File: src/rtl/dense_pkg.sv
// Shared definitions for the dense-layer weight streamer: the sequencer state type,
// the counter widths derived from the layer shape, and the checksum width.
package dense_pkg;

    localparam int unsigned DENSE_NUM_INPUTS  = 169;
    localparam int unsigned DENSE_NUM_NEURONS = 3;
    localparam int unsigned DENSE_NUM_WEIGHTS = DENSE_NUM_INPUTS * DENSE_NUM_NEURONS;

    // Position-within-neuron counter width and neuron index width
    localparam int unsigned DENSE_COL_W = $clog2(DENSE_NUM_INPUTS);
    localparam int unsigned DENSE_IDX_W = $clog2(DENSE_NUM_NEURONS);

    localparam int unsigned DENSE_CHECKSUM_W = 24;

    typedef enum logic [1:0] {
        StIdle,
        StFetch,
        StDrain
    } ws_state_e;

endpackage

File: src/rtl/dense_ws_fifo.sv
// Small synchronous capture FIFO. Pointers carry one extra wrap bit so that the
// fill count falls out of a subtraction; push and pop may coincide at any level.
module dense_ws_fifo #(
    parameter int unsigned DEPTH = 4,
    parameter int unsigned WIDTH = 8
) (
    input  logic                     clk,
    input  logic                     rst,
    input  logic                     push,
    input  logic [WIDTH-1:0]         wdata,
    input  logic                     pop,
    output logic [WIDTH-1:0]         rdata,
    output logic [$clog2(DEPTH):0]   count,
    output logic                     full,
    output logic                     empty
);

    localparam int unsigned PtrW = $clog2(DEPTH);

    logic [WIDTH-1:0] mem_q [DEPTH];
    logic [PtrW:0]    wr_ptr_q;
    logic [PtrW:0]    rd_ptr_q;

    // Pointer registers
    always_ff @(posedge clk or posedge rst) begin
        if (rst) begin
            wr_ptr_q <= '0;
            rd_ptr_q <= '0;
        end else begin
            if (push) wr_ptr_q <= wr_ptr_q + 1'b1;
            if (pop)  rd_ptr_q <= rd_ptr_q + 1'b1;
        end
    end

    // Storage array; contents are don't-care while empty, so no reset
    always_ff @(posedge clk) begin
        if (push) mem_q[wr_ptr_q[PtrW-1:0]] <= wdata;
    end

    assign count = wr_ptr_q - rd_ptr_q;
    assign full  = (count == (PtrW + 1)'(DEPTH));
    assign empty = (count == '0);
    assign rdata = mem_q[rd_ptr_q[PtrW-1:0]];

endmodule

File: src/rtl/dense_weight_streamer.sv
// Read-side sequencer for the dense-layer weight ROM. Walks the ROM once per start,
// captures returned weights in a small FIFO and presents them on a valid/ready stream
// with neuron/frame boundary flags. Reads are credit-limited so the FIFO never overflows.
// Optional build macro DENSE_WS_CHECKSUM_EN adds a running signed checksum output.
module dense_weight_streamer
    import dense_pkg::*;
#(
    parameter int unsigned NUM_WEIGHTS = DENSE_NUM_WEIGHTS,
    parameter int unsigned NUM_INPUTS  = DENSE_NUM_INPUTS,
    parameter int unsigned NUM_NEURONS = DENSE_NUM_NEURONS,
    parameter int unsigned ADDR_WIDTH  = 10,
    parameter int unsigned DATA_WIDTH  = 8,
    parameter int unsigned FIFO_DEPTH  = 4
) (
    input  logic                        clk,
    input  logic                        rst,
    input  logic                        start,
    output logic                        busy,
    output logic                        done,
    output logic                        mem_en,
    output logic [ADDR_WIDTH-1:0]       mem_addr,
    input  logic [DATA_WIDTH-1:0]       mem_rdata,
    output logic [DATA_WIDTH-1:0]       w_data,
    output logic                        w_valid,
    input  logic                        w_ready,
    output logic                        w_last_neuron,
    output logic                        w_last,
    output logic [DENSE_IDX_W-1:0]      neuron_idx
`ifdef DENSE_WS_CHECKSUM_EN
    ,
    output logic [DENSE_CHECKSUM_W-1:0] checksum
`endif
);

    localparam int unsigned EntryW = DATA_WIDTH + 2 + DENSE_IDX_W;
    localparam int unsigned CntW   = $clog2(FIFO_DEPTH) + 1;

    ws_state_e             state_q, state_d;
    logic [ADDR_WIDTH-1:0] issue_q, issue_d;
    logic                  done_q, done_d;
    logic                  pend_q;
    logic                  start_acc;
    logic                  handshake;

    // Capture-side position; flags are attached as each weight enters the FIFO
    logic [DENSE_COL_W-1:0] col_q;
    logic [DENSE_IDX_W-1:0] nrn_q;
    logic                   in_last_neuron;
    logic                   in_last;

    logic [EntryW-1:0]     fifo_wdata;
    logic [EntryW-1:0]     fifo_rdata;
    logic [CntW-1:0]       fifo_count;
    logic                  fifo_full;
    logic                  fifo_empty;

    logic [DATA_WIDTH-1:0]  head_data;
    logic                   head_last_neuron;
    logic                   head_last;
    logic [DENSE_IDX_W-1:0] head_idx;

    assign start_acc = (state_q == StIdle) && start;
    assign w_valid   = !fifo_empty;
    assign handshake = w_valid && w_ready;

    // Credit check counts the read still in flight so a returning weight always has room
    assign mem_en   = (state_q == StFetch) && !fifo_full &&
                      ((32'(fifo_count) + 32'(pend_q)) < FIFO_DEPTH);
    assign mem_addr = issue_q;
    assign busy     = (state_q != StIdle);
    assign done     = done_q;

    assign in_last_neuron = (col_q == DENSE_COL_W'(NUM_INPUTS - 1));
    assign in_last        = in_last_neuron && (nrn_q == DENSE_IDX_W'(NUM_NEURONS - 1));
    assign fifo_wdata     = {mem_rdata, in_last_neuron, in_last, nrn_q};

    dense_ws_fifo #(
        .DEPTH (FIFO_DEPTH),
        .WIDTH (EntryW)
    ) u_fifo (
        .clk   (clk),
        .rst   (rst),
        .push  (pend_q),
        .wdata (fifo_wdata),
        .pop   (handshake),
        .rdata (fifo_rdata),
        .count (fifo_count),
        .full  (fifo_full),
        .empty (fifo_empty)
    );

    assign {head_data, head_last_neuron, head_last, head_idx} = fifo_rdata;

    // Gate the head with valid so nothing stale is ever visible on the stream
    assign w_data        = w_valid ? head_data : '0;
    assign w_last_neuron = w_valid && head_last_neuron;
    assign w_last        = w_valid && head_last;
    assign neuron_idx    = w_valid ? head_idx : '0;

    // Sequencer next-state: issue reads in FETCH, wait for the last beat in DRAIN
    always_comb begin
        state_d = state_q;
        issue_d = issue_q;
        done_d  = 1'b0;
        unique case (state_q)
            StIdle: begin
                if (start) begin
                    state_d = StFetch;
                    issue_d = '0;
                end
            end
            StFetch: begin
                if (mem_en) begin
                    issue_d = issue_q + 1'b1;
                    if (issue_q == ADDR_WIDTH'(NUM_WEIGHTS - 1)) state_d = StDrain;
                end
            end
            StDrain: begin
                if (handshake && head_last) begin
                    state_d = StIdle;
                    done_d  = 1'b1;
                end
            end
            default: state_d = StIdle;
        endcase
    end

    // Sequencer state, issue counter, done pulse and read-in-flight flag
    always_ff @(posedge clk or posedge rst) begin
        if (rst) begin
            state_q <= StIdle;
            issue_q <= '0;
            done_q  <= 1'b0;
            pend_q  <= 1'b0;
        end else begin
            state_q <= state_d;
            issue_q <= issue_d;
            done_q  <= done_d;
            pend_q  <= mem_en;
        end
    end

    // Capture-side wrap counters: column within neuron, then neuron index
    always_ff @(posedge clk or posedge rst) begin
        if (rst) begin
            col_q <= '0;
            nrn_q <= '0;
        end else if (start_acc) begin
            col_q <= '0;
            nrn_q <= '0;
        end else if (pend_q) begin
            if (in_last_neuron) begin
                col_q <= '0;
                nrn_q <= in_last ? '0 : nrn_q + 1'b1;
            end else begin
                col_q <= col_q + 1'b1;
            end
        end
    end

`ifdef DENSE_WS_CHECKSUM_EN
    logic [DENSE_CHECKSUM_W-1:0] sum_q;

    // Running signed sum of accepted weights; holds after done until the next start
    always_ff @(posedge clk or posedge rst) begin
        if (rst) begin
            sum_q <= '0;
        end else if (start_acc) begin
            sum_q <= '0;
        end else if (handshake) begin
            sum_q <= sum_q + {{(DENSE_CHECKSUM_W - DATA_WIDTH){head_data[DATA_WIDTH-1]}},
                              head_data};
        end
    end

    assign checksum = sum_q;
`endif

endmodule

File: config.mk
export PLATFORM = sky130hd
export DESIGN_NAME = dense_weight_streamer
export DESIGN_NICKNAME = d
export VERILOG_FILES = /design/src/rtl/dense_pkg.sv /design/src/rtl/dense_ws_fifo.sv /design/src/rtl/dense_weight_streamer.sv
export SDC_FILE = /design/constraint.sdc
export NUM_CORES = 1
export LEC_CHECK = 0
export CAP_MARGIN = 20
export CORE_MARGIN = 2
export CORE_UTILIZATION = 50
export DETAILED_ROUTE_END_ITERATION = 16
export PLACE_DENSITY = 0.76
export SLEW_MARGIN = 10
export SYNTH_ARGS = -nofsm -noshare
export SYNTH_HDL_FRONTEND = slang
export SYNTH_SLANG_ARGS = --single-unit
File: constraint.sdc
create_clock -name clk -period 2.4 [get_ports clk]
set_clock_uncertainty 0.2 [all_clocks]
set_input_delay 0.36 -clock clk [delete_from_list [all_inputs] [get_ports clk]]
set_output_delay 0.36 -clock clk [all_outputs]
set_load 0.01 [all_outputs]
# After elaboration in Yosys (flattened, before gate mapping)
# Memories as Yosys holds them, arrays and structs flattened.
# Index checks and enable logic that the tools add are counted.
# word_totals
ff_bits,30
mem_bits_rw,48
in_bits,12
out_inout_bits,26
elab_cells,67
memories,1
# memory_table
memory,depth,word_bits,read_ports,rd_clocked_by_memory_dff,write_ports,line_no,source
u_fifo.mem_q,4,12,1,0,1,dense_ws_fifo.sv:20,logic [WIDTH-1:0] mem_q [DEPTH];
# classes
addsub,7
order_cmp,1
eq_ne,10
n_mux,21
n_reduce_logical,19
# op_table
op,count
$mux W8,4
$mux W10,2
$pmux W10 S2,1
$mux W2,9
$add A10 B1 Y10 const B,1
$eq A10 B9 Y1 const B,1
$add A8 B1 Y8 const B,1
$eq A8 B8 Y1 const B,1
$logic_and A1 B1 Y1,8
$reduce_bool A2 Y1,4
$add A3 B1 Y3 const B,2
$ne A2 B2 Y1 const B,3
$pmux W2 S3,1
$add A3 B1 Y4,1
$eq A2 B2 Y1 const B,2
$lt A4 B3 Y1 const B,1
$mux W1,4
$reduce_and A4 Y1,1
$eq A3 B3 Y1 const B,1
$logic_not A3 Y1,1
$reduce_and A3 Y1,1
$sub A3 B3 Y3,1
$add A2 B1 Y2 const B,1
$eq A2 B1 Y1 const B,1
4 further kinds,5

# Logic depth before layout (Yosys ltp)
# Gate-level depths: netlist (run 1).
# depth
word_depth,7
ltp_mapped,8
ltp_nobuf,7

# By module
# From an unflattened synthesis (run 1), not the netlist that was laid out.
# unflattened
hier_cells,241
hier_area_um2,3485.8
# modules_own_cells
module,n_inst,cells_each,area_each_um2,seq_area_each_um2
dense_ws_fifo,1,96,2124.5,1591.5
dense_weight_streamer,1,145,1361.3,600.6

# Least setup slack after synthesis (run 1)
# Ideal clock, no wire load.
# synth_path
kind,flip-flop to output port
startpoint,reg u_fifo.rd_ptr_q[0]
endpoint,out neuron_idx[0]
arrival_ns,2.038
t_required_ns,1.840
path_slack_ns,-0.198
stages_incl_launch_ff,7
path_buffers,1
cell_sequence,dfrtp_1 > ha_1 > fa_1 > xnor3_2 > nand2_1 > clkbuf_1 > and2_1
# synth_between
elab_chain_len,3
word_cells_on_any_way,4
cone_classes,add/sub (1); mux (1); reduce/logical (1); memory (1)
# synth_rtl
item,line_no,source
from (decl),dense_ws_fifo.sv:22,logic [PtrW:0] rd_ptr_q;
from (signal assigned),dense_ws_fifo.sv:31,if (pop) rd_ptr_q <= rd_ptr_q + 1'b1;
$sub A3 B3 Y3,dense_ws_fifo.sv:40,assign count = wr_ptr_q - rd_ptr_q;
$logic_not A3 Y1,dense_ws_fifo.sv:42,assign empty = (count == '0);
$mux W2 *,dense_weight_streamer.sv:98,assign neuron_idx = w_valid ? head_idx : '0;
to (decl),dense_weight_streamer.sv:28,output logic [DENSE_IDX_W-1:0] neuron_idx
# Mark *: on every way between the ends. The rest lies on a longest branch, timed or not.

# Worst setup path after layout (run 1)
# layout_path
startpoint,reg u_fifo.rd_ptr_q[0]
endpoint,out w_data[6]
# layout_between
elab_chain_len,3
word_cells_on_any_way,4
cone_classes,add/sub (1); mux (1); reduce/logical (1); memory (1)
# layout_rtl
item,line_no,source
$sub A3 B3 Y3,dense_ws_fifo.sv:40,
$logic_not A3 Y1,dense_ws_fifo.sv:42,
$mux W8 *,dense_weight_streamer.sv:95,assign w_data = w_valid ? head_data : '0;
to (decl),dense_weight_streamer.sv:23,"output logic [DATA_WIDTH-1:0] w_data,"
# Marked as above.

==> results.toml, run 1 <==
[run_status]
status = "finished with violations"
violations = "negative setup slack"

[global_routing]
grt_max_degree = 31
grtUsageMet2_pct = 28.5
grt_use_met3_pct = 3.52
grt-ovfl-total = 0
met1_usage_pct = 23.7
grt_pass1_wl_mm = 9.87
grt_usage_pct = 17.9
grt_pass1_vias = 1984
busiest_layer = "met2"
antenna_found_initial = 0

[finish]
final_util_pct = 65.2
mostFrequentLayoutCells = "48 x edfxtp_1, 29 x dfrtp_1, 23 x clkdlybuf4s50_1, 22 x buf_4, 15 x buf_6"
area_growth_pct = 27.7
diodes = 0
nFillCells = 487
drive_gt1_share_pct = 31.7
mostFrequentLayoutCell = "edfxtp_1"
fin_nets = 321

[setup_path]
worstSetupEndpointType = "primary output"
crit_chain = "ha_4, fa_1, and2_4, nand2_4, buf_12, and2_4, buf_6"
required_ns = 1.84
critPathLaunchType = "flop"
cp_top_family = "adder cells"
crit_start = "u_fifo.rd_ptr_q[0]"
max_stage_delay_ns = 0.50
crit_top_cell = "and2_4"
worstPathArrival_ns = 2.08
critPathMaxFanout = 7
rr_startpoint = "u_fifo.rd_ptr_q[0]"
critPathSlowestCell = "fa_1"
cp_num_buf_inv = 2
critical_path_class = "reg -> out"

[sta]
fmax_mhz = 379
fin_crit_ns = 2.64
setup_viol = 16
worst_slack_ns = -0.236
hold_viol = 0
worstMarginPinSlew_ns = 0.381
layout_worst_path_cycle_share_pct = 110
drv_slew = 0
final.setup.tns_ns = -3.10
relSlewSlack_pct = 74.6
rsz0062_at_grt = "yes"

[clock_network]
numClockSinks = 78
clock_latency_ns = 0.34
h-tree-depth = 3
cts_tree = "yes"
hold_buffers = 0
cts-root-buf = "clkbuf_8"
cts-buffers-inserted = 9
clk_path_buf_depth = 2
clk_pin_slew_worst_paths_ns = 0.08

[place]
io_buffers = 37
place_ws_ns = -0.298
gp_congestion = 0.788
dp_hpwl_mm = 4.07

[route]
drt_pass1_iterations = 4
vias_per_cell = 5.51
drtAntennaViolNets = 0
wl_per_cell_um = 16.4
drt-initial-drc-count = 100
drc = 0
vias = 2109
drt-total-wl_mm = 6.27

[yosys]
synthCells = 233
synth_top_area_cell = "edfxtp_1"
async_reset_ff_share_pct = 38.5
synthTopCellsByArea = "edfxtp_1 42%, dfrtp_1 22%, mux4_2 7.9%, ha_1 3.7%, and2_1 2.9%"
seq_area_frac_synth_pct = 64.3
yosys.area.top_type_share_pct = 42.3
synth_seq_cells = 78
synth_area_per_cell_um2 = 14.6
synthDistinctLibCells = 38
ys_warn_count = 0
syn_nets = 256
ys.flop_type = "edfxtp_1"
synth_edf_count = 48
synth_area_um2 = 3410

[die]
rows = 30
start_util_pct = 51.0
die_x_um = 86.6
fp.dieH_um = 86.6
coreArea_um2 = 6680
boundaryPins = 38
dieArea_um2 = 7500

[pwr]
powerDensity_nw_per_um2 = 1460
peakVddDrop_uv = 860
power_mw = 6.37
p_leak_nw = 1.72

[worst_hold_path]
hp-class = "in -> async"

[run]
max-cap-violations = 0
[worst paths after layout]
check / cells after the start / to / slack [ns]
min in group clk: 1 / u_fifo.rd_ptr_q[2] / 0.29
min reg2reg: 1 / u_fifo.rd_ptr_q[2] / 0.29
max reg2reg: 7 / mem_addr[6] / -0.04
max in group asynchronous: 3 / u_fifo.rd_ptr_q[0] / 1.51
min: 3 / col_q[6] / 0.18
max: 7 / w_data[6] / -0.24
[layer usage]
layer / wire (um) / share of wire, %
met1: 2800 / 45
met2: 3150 / 50
met4: 119 / 1.9
met5: 0 / 0
met3: 198 / 3.2
[report_power, final]
group          total, mW  switching, mW  internal (mW)
clock              0.860          0.484          0.377
sequential          2.05          0.234           1.82
combinational       3.46           1.48           1.97
[synthesized netlist by cell type (all sizes together) (2+ instances only)]
cell type  instances
o31ai              6
nor2              11
inv               12
xnor2              2
clkbuf             4
and2              16
nor3b              3
nand2b             2
ha                10
xor2               8
nand2              7
buf                4
nand4              4
mux2i              2
o2111ai            4
and3               3
edfxtp            48
nor2b              2
a21oi              6
nand3             10
or3                2
o21ai              8
o211ai             3
or4                2
dfrtp             30
mux4              12
[cell families (layout without fill, tap and decap cells)]
logic type / Yosys count / count (layout) / synth area share (%)
adders and majority gates: 11 / 11 / 4.26
buffers and inverters: 20 / 90 / 2.35
xor gates and xnor gates: 11 / 11 / 3.26
muxes: 15 / 15 / 8.84
AOI/OAI and AO/OA: 29 / 29 / 5.54
DFF: 78 / 78 / 64.3
and+or+nand+nor: 69 / 69 / 11.5
[sequential cells by signal, indices dropped and copies added, names as in the netlist]
name / count
col_q: 8
done: 1
mem_addr: 10
nrn_q: 2
pend_q: 1
state_q: 2
u_fifo.mem_q: 48
u_fifo.rd_ptr_q: 3
u_fifo.wr_ptr_q: 3
[timing repair]
action | 4_1_cts | 5_1_grt
setup buffers | 3 | 0
pin swaps | 10 | 5
setup endpoints to repair | 18 | 26
gates resized for setup | 79 | 20
gates cloned | 1 | 0
[worst reg2reg max path: cells and delay by family, from the launching register on]
family,cells,cell delay [ns]
AOI/OAI and AO/OA,1,0.16
xor gates and xnor gates,1,0.26
adders and majority gates,2,0.53
buffers and inverters,1,0.15
DFF,1,0.43
and+or+nand+nor,2,0.64
[final cells by class]
class,instances,area (um2),area share [%]
Timing Repair Buffer,62,612,14.0
Multi-Input combinational cell,135,1230,28.3
Tap cell,80,100,2.30
Clock inverter,7,47.5,1.09
Sequential cell,78,2190,50.4
Inverter,12,45.0,1.03
Clock buffer,9,124,2.84
[per-stage QoR]
stage / hold slack (ns) / cells / instance area (um2)
3_5_place_dp: 0.265 / 363 / 4030
3_3_place_gp: 0.272 / 363 / 4030
6_report: 0.183 / 383 / 4360
4_1_cts: 0.187 / 383 / 4270
5_1_grt: 0.222 / 383 / 4360
2_1_floorplan: 0.247 / 233 / 3430
No activity file was read; power rests on OpenSTA's default activity.
==> inputs of run 2 (changes only) <==
--- a/config.mk
+++ b/config.mk
@@ -6,6 +6,7 @@
 export NUM_CORES = 1
 export LEC_CHECK = 0
 export CAP_MARGIN = 20
+export CORE_ASPECT_RATIO = 1.25
 export CORE_MARGIN = 2
 export CORE_UTILIZATION = 50
 export DETAILED_ROUTE_END_ITERATION = 16
==> run 2 against run 1 <==
Effect of this change:
- the flow still finishes with violations (negative setup slack)
- largest power group unchanged
- critical path depth up 1
- register-to-register slack about the same
- global-route usage up 0.22 points
- critical path type unchanged
- wire length up 3.6%
==> results.toml, run 2 (synthesized netlist as in run 1, its figures left out) <==
[setup_path]
crit_chain = "inv_2, ha_4, fa_1, and2_4, nand2_4, clkbuf_16, and2_1, buf_2"
worstPathArrival_ns = 2.09
worstReg2RegEnd = "mem_addr[8]"
critPathSlowestCell = "fa_1"
regToRegSetupSlack_ns = -0.04
max_stage_delay_ns = 0.51
worstRegToRegCells = 9
critical_path_class = "reg -> out"
worstSetupEndpointType = "primary output"
required_ns = 1.84
rr_startpoint = "u_fifo.wr_ptr_q[0]"
critPathMaxFanout = 6
critPathLaunchType = "flop"

[die]
die_x_um = 77.9
boundaryPins = 38
coreArea_um2 = 6570
rows = 33
start_util_pct = 52.0
dieArea_um2 = 7500
fp.dieH_um = 96.3

[global_routing]
antenna_found_initial = 0
grt_usage_pct = 18.1
grt_pass1_vias = 2127
grt_pass1_wl_mm = 10.1
grt-ovfl-total = 0
grt_max_degree = 31

[pwr]
peakVddDrop_uv = 985
power_mw = 6.25
p_leak_nw = 1.67
powerDensity_nw_per_um2 = 1450

[sta]
fin_crit_ns = 2.65
setup_viol = 16
drv_slew = 0
layout_worst_path_cycle_share_pct = 110
fmax_mhz = 378
worst_slack_ns = -0.248
final.setup.tns_ns = -3.16
hold_viol = 0
relSlewSlack_pct = 55.2
worstMarginPinSlew_ns = 0.666
rsz0062_at_grt = "yes"
whs_ns = 0.197

[run_status]
violations = "negative setup slack"
status = "finished with violations"

[finish]
regArea_um2 = 2190
multiInputGateArea_um2 = 1240
mostFrequentLayoutCell = "edfxtp_1"
drive_gt1_share_pct = 29.4
diodes = 0
largest_reg_flops = 48
nFillCells = 463
mostFrequentLayoutCells = "48 x edfxtp_1, 29 x dfrtp_1, 23 x clkdlybuf4s50_1, 17 x buf_4"
fin_nets = 317
stdcell_count = 386
area_growth_pct = 26.1

[place]
place_ws_ns = -0.279
gp_congestion = 0.812
dp_hpwl_mm = 4.07
dp.cells = 366
io_buffers = 37

[route]
drc = 0
vias_per_cell = 5.46
drt-total-wl_mm = 6.50
vias = 2108
wl_per_cell_um = 16.8
drt-initial-drc-count = 179
drtAntennaViolNets = 0
drt_pass1_iterations = 4

[clock_network]
clk_pin_slew_worst_paths_ns = 0.08
clock_latency_ns = 0.34
hold_buffers = 0
cts-root-buf = "clkbuf_8"
cts_tree = "yes"
cts-buffers-inserted = 9
clk_path_buf_depth = 2
h-tree-depth = 3
numClockSinks = 78

[worst_hold_path]
hp-class = "in -> async"

[run]
max-cap-violations = 0
## run 2: changes by cell type in the layout (fill, tap and decap cells not counted), moves of 2 or more
cell / delta
and2_1: +2
inv_6: -2
buf_4: -5
buf_6: -3
and2_4: -2
buf_2: +4
clkbuf_1: +3
## run 2: cell type report
cell class | count | area share (%)
clock buffers | 12 | 3.14
clock inverters | 4 | 0.582
inverters | 12 | 1.05
multi-input cells | 135 | 28.7
flip-flops and latches | 78 | 51.0
well taps | 87 | 2.53
repair buffers | 58 | 13.0
## run 2: power breakdown
group / internal, mW / switching [mW] / total [mW]
combinational: 1.89 / 1.49 / 3.39
clock: 0.373 / 0.444 / 0.817
sequential: 1.82 / 0.230 / 2.05
total: 4.09 / 2.17 / 6.25
## run 2: metrics by stage
stage	instance area, um2	utilization [%]
floorplan	3430	-
finish	4300	65.5
CTS	4140	63.1
global route	4300	65.5
global placement	4000	61.0
detailed placement	4000	61.0
## run 2: worst max path at each step
| stage | slack (ns) | cells past startpoint | to | from |
|---|---|---|---|---|
| 2_1_floorplan | 0.06 | 6 | mem_en | u_fifo.rd_ptr_q[0] |
| 3_3_place_gp | -0.25 | 7 | w_data[2] | u_fifo.rd_ptr_q[0] |
| 3_5_place_dp | -0.28 | 7 | neuron_idx[0] | u_fifo.rd_ptr_q[0] |
| 4_1_cts | -0.28 | 8 | neuron_idx[0] | u_fifo.wr_ptr_q[0] |
| 5_1_grt | -0.32 | 8 | w_data[3] | u_fifo.wr_ptr_q[0] |
| 6_report | -0.25 | 8 | w_data[3] | u_fifo.wr_ptr_q[0] |
## run 2: critical path: cells and delay by family (launching register included)
kind | cells | cell delay (ns)
AND/OR/NAND/NOR | 3 | 0.36
flip-flops | 1 | 0.37
buffers and inverters | 3 | 0.35
adder cells (fa/ha/maj) | 2 | 0.66
## run 2: repair_timing
| item | 4_1_cts | 5_1_grt |
|---|---|---|
| buffers inserted | 2 | 1 |
| pin swaps | 9 | 5 |
| gates cloned | 0 | 1 |
| resized for setup | 66 | 28 |
| setup endpoints to repair | 17 | 25 |
## run 2: routing by layer
metal	share of wire [%]	GRT usage [%]	vias up
met5	0	0	-
met4	2.0	10.6	0
met3	3.5	2.63	11
met2	52	31.0	54
met1	43	22.1	1044
li1	-	-	999
==> variant 1, RTL diff (settings of run 2) <==
The option `DENSE_WS_CHECKSUM_EN` is turned on by a define.
--- a/src/rtl/dense_weight_streamer.sv
+++ b/src/rtl/dense_weight_streamer.sv
@@ -2,6 +2,8 @@
 // captures returned weights in a small FIFO and presents them on a valid/ready stream
 // with neuron/frame boundary flags. Reads are credit-limited so the FIFO never overflows.
 // Optional build macro DENSE_WS_CHECKSUM_EN adds a running signed checksum output.
+`define DENSE_WS_CHECKSUM_EN
+
 module dense_weight_streamer
     import dense_pkg::*;
 #(
Behaviour (old outputs only; new: checksum): unchanged (equiv_simple and equiv_induct, registers matched by name and starting in step).
==> variant 1 against run 2 <==
- the run still ends with setup timing left
- design area is 95% higher
- core utilization is 7.8 points higher
- first-iteration DRC count up 100%
- fmax fell by 20%
- wire length rose to 2.6 times the old value
- register-to-register slack lost 860 ps
- worst setup slack lost 660 ps
- sequential cell count up 24
- synthesized area up 70%
Power is not shown: default switching activity piles up to over one toggle a cycle in this logic, so the estimate is an artifact.
==> variant 1: results (changes against run 2) <==
critical_path:
  cp_slowest_cell: "mux4_2"
  crit_type: "flip-flop to flip-flop"
  reg2reg_depth: 10  # +1
  arrival_ps: 3390  # +1300 ps
  r2r_start: "u_fifo.rd_ptr_q[0]"
placed_design:
  place_hpwl_um: 10880  # +170%
  dp.cells: 831  # +130%
  place_congestion: 0.8912  # +9.7%
outcome:
  outcome: "complete, but fails checks"
  violations: "setup timing"
sta:
  setup_ws_ps: -903.9  # -656.2 ps
  setup_viol: 54  # +38
final_layout:
  final_nets: 771  # +140%
  drive_gt1_share_pct: 35.80  # +6.4 points
clock_tree:
  cts_root_buffer: "clkbuf_16"
logic_synthesis:
  synth-async-reset-ratio_pct: 52.94  # +14 points
  synth_fa_ha_area_share_pct: 7.807  # +3.6 points
  seq_area_frac_synth_pct: 48.13  # -16 points
  yosys.cell_types.count: 61  # +61%
  ys.flop_type: "dfrtp_1"
  synthMuxAreaShare_pct: 5.370  # -3.5 points
global_routing:
  grt_max_degree: 55  # +77%
  grt_pass1_wl_um: 26590  # +160%
  grt_usage_pct: 26.79  # +8.7 points
route:
  first_iter_violations: 361  # +100%
  routed-via-count: 5224  # +150%
==> variant 1: logic make-up (layout without fill, tap and decap cells) <==
kind of cell             Yosys count  in the layout
flip-flops                       102            102
adder cells (fa/ha/maj)           35             35
XOR/XNOR                          24             24
buffers and inverters             39            222
AND/OR/NAND/NOR                  196            196
AO/OA/AOI/OAI                    134            134
multiplexers                      16             16
==> variant 1: routing by layer <==
layer / vias up / global-route usage, % / wire [µm]
met4: 0 / 9.750 / 581
met1: 2574 / 33.75 / 6722
met5: - / 0 / 0
li1: 2394 / - / -
met3: 52 / 4.040 / 859
met2: 204 / 46.31 / 8765
==> variant 1: repair_timing <==
action	4_1_cts	5_1_grt
gates cloned	1	0
pin swaps	27	22
resized for setup	117	37
setup buffers	16	5
endpoints found under the setup margin	54	55
==> variant 1: per-stage QoR <==
step | cell area (µm²) | worst slack [ps] | TNS, ps
floorplan | 5899 | -655.5 | -9968
global placement | 7451 | -704.2 | -24230
detailed placement | 7451 | -729.4 | -27530
CTS | 8228 | -756.1 | -26300
global route | 8402 | -930.2 | -31500
finish | 8402 | -903.9 | -26760
==> variant 1: worst min-delay path: stages <==
cell             delay, ps
clkdlybuf4s50_1        410
inv_2                   70
buf_12                 290
==> variant 1: cell type report <==
class | instances | area, µm²
Fill cell | 747 | 3049
Inverter | 15 | 58.81
Timing Repair Buffer | 191 | 1692
Sequential cell | 102 | 2794
Clock inverter | 7 | 92.59
Tap cell | 138 | 172.7
Clock buffer | 9 | 225.2
Multi-Input combinational cell | 405 | 3367
==> variant 2, RTL diff (settings of run 2) <==
Without the edit above. The 3 states of `ws_state_e` get a one-hot encoding in 3 bits.
--- a/src/rtl/dense_pkg.sv
+++ b/src/rtl/dense_pkg.sv
@@ -12,10 +12,10 @@
 
     localparam int unsigned DENSE_CHECKSUM_W = 24;
 
-    typedef enum logic [1:0] {
-        StIdle,
-        StFetch,
-        StDrain
+    typedef enum logic [2:0] {
+        StIdle  = 3'b001,
+        StFetch = 3'b010,
+        StDrain = 3'b100
     } ws_state_e;
 
 endpackage
Formal check against the unedited RTL: no difference found for any inputs over 10 cycles, from zero or initial values and one cycle with rst high; not proved beyond that.
==> variant 2 against run 2 <==
- the run still ends with setup timing left
- design area up 6.3%
- clock power up 40%
- final cell count up 6.0%
- power up 8.1%
- worst setup slack worse by 120 ps
- die area up 2.8%
- synthesized area up 2.9%
- hold slack better by 0.66 ps
- sequential share of layout area down 2.4 points
- wire length up 2.0%
- highest routed layer unchanged
- sequential cell count up 1
- largest power group unchanged
==> variant 2: results (changes against run 2) <==
placed_design:
  dp.cells: 385  # +5.2%
  io_buffers: 37  # unchanged
  place_area_mm2: 0.004120  # +2.9%
  place_hpwl_um: 4195  # +3.0%
  place_congestion: 0.7952  # -2.1%
global_routing:
  grt_usage_pct: 18.40  # +0.27 points
  met3_usage_pct: 4.368  # +1.7 points
  globalRouteMet1Util_pct: 22.36  # +0.23 points
  grt_pass1_wl_um: 10750  # +5.9%
  grt_util_met2_pct: 31.76  # +0.79 points
  grt_max_degree: 32  # +3.2%
  grt_pass1_vias: 2240  # +5.3%
route:
  first_iter_violations: 166  # -7.3%
  wl_met3_um: 211  # -6.6%
  wl_met1_um: 2808  # +1.5%
  wl_per_cell_um: 16.19  # -3.8%
  viasPerCell: 5.359  # -1.9%
critical_path:
  r2r-end: "mem_addr[9]"
  path_delay_family: "simple AND/OR/NAND/NOR gates"
  arrival_ps: 2840  # +750 ps
  cp_slowest_cell: "or4_4"
  startpoint: "u_fifo.rd_ptr_q[0]"
  cp-end-kind: "flip-flop"
  reg2reg_depth: 8  # -1
  path_max_fanout: 2  # -4
logic_synthesis:
  yosys-top-cells-count: "edfxtp_1, dfrtp_1, nand2_1, and2_1, mux4_2"
  yosys.cell_types.count: 43  # +13%
  synth-async-reset-ratio_pct: 39.24  # +0.78 points
  synth_area_per_cell_um2: 14.21  # -2.9%
  seq_area_frac_synth_pct: 63.19  # -1.1 points
  synthTopCellsByArea: "edfxtp_1, dfrtp_1, mux4_2"
  synth_nets: 270  # +5.5%
sta:
  setup_viol: 17  # +1
  hold_ws_ps: 197.5  # +0.6560 ps
  setup_tns_ps: -4016  # -860.5 ps
  setup_ws_ps: -367.8  # -120.0 ps
  tightest_slew_ps: 613.9  # -51.98 ps
final_layout:
  drive_gt1_share_pct: 31.35  # +1.9 points
  final_nets: 337  # +6.3%
  instances_no_fill: 409  # +6.0%
pwr:
  ir_drop_v: 0.001308  # +33%
  power_leakage_nw: 1.782  # +6.7%
outcome:
  outcome: "complete, but fails checks"
  violations: "setup timing"
clock_tree:
  cts_resized: 92  # +39%
  ctsHtreeMaxLevel: 3  # unchanged
  cts_setup_buffers: 6  # +4
==> variant 2: cell count changes after synthesis, moves of 3 or more <==
cell and change:
a21oi_1 +4, buf_2 -4, inv_1 -3, nand2_1 +16
nand4_1 -3, o2111ai_1 -3, o31ai_1 -5
==> variant 2: cell type report <==
class	instances	area, µm²
Fill cell	510	2320
Inverter	9	33.78
Clock buffer	10	127.6
Multi-Input combinational cell	152	1385
Timing Repair Buffer	63	584.3
Tap cell	90	112.6
Clock inverter	6	108.9
Sequential cell	79	2220
==> variant 2: power breakdown <==
part | switching, W | internal [W] | total [W]
Sequential | 0.000242 | 0.00182 | 0.00206
Combinational | 0.00157 | 0.00198 | 0.00355
Clock | 0.000457 | 0.000687 | 0.00114
==> variant 2: logic make-up after synthesis <==
group	synth area share, %
compound gates	4.918
xor+xnor	3.813
fa+ha+maj	4.134
buf+inv	1.746
flops	63.19
mux	9.159
simple gates	13.04
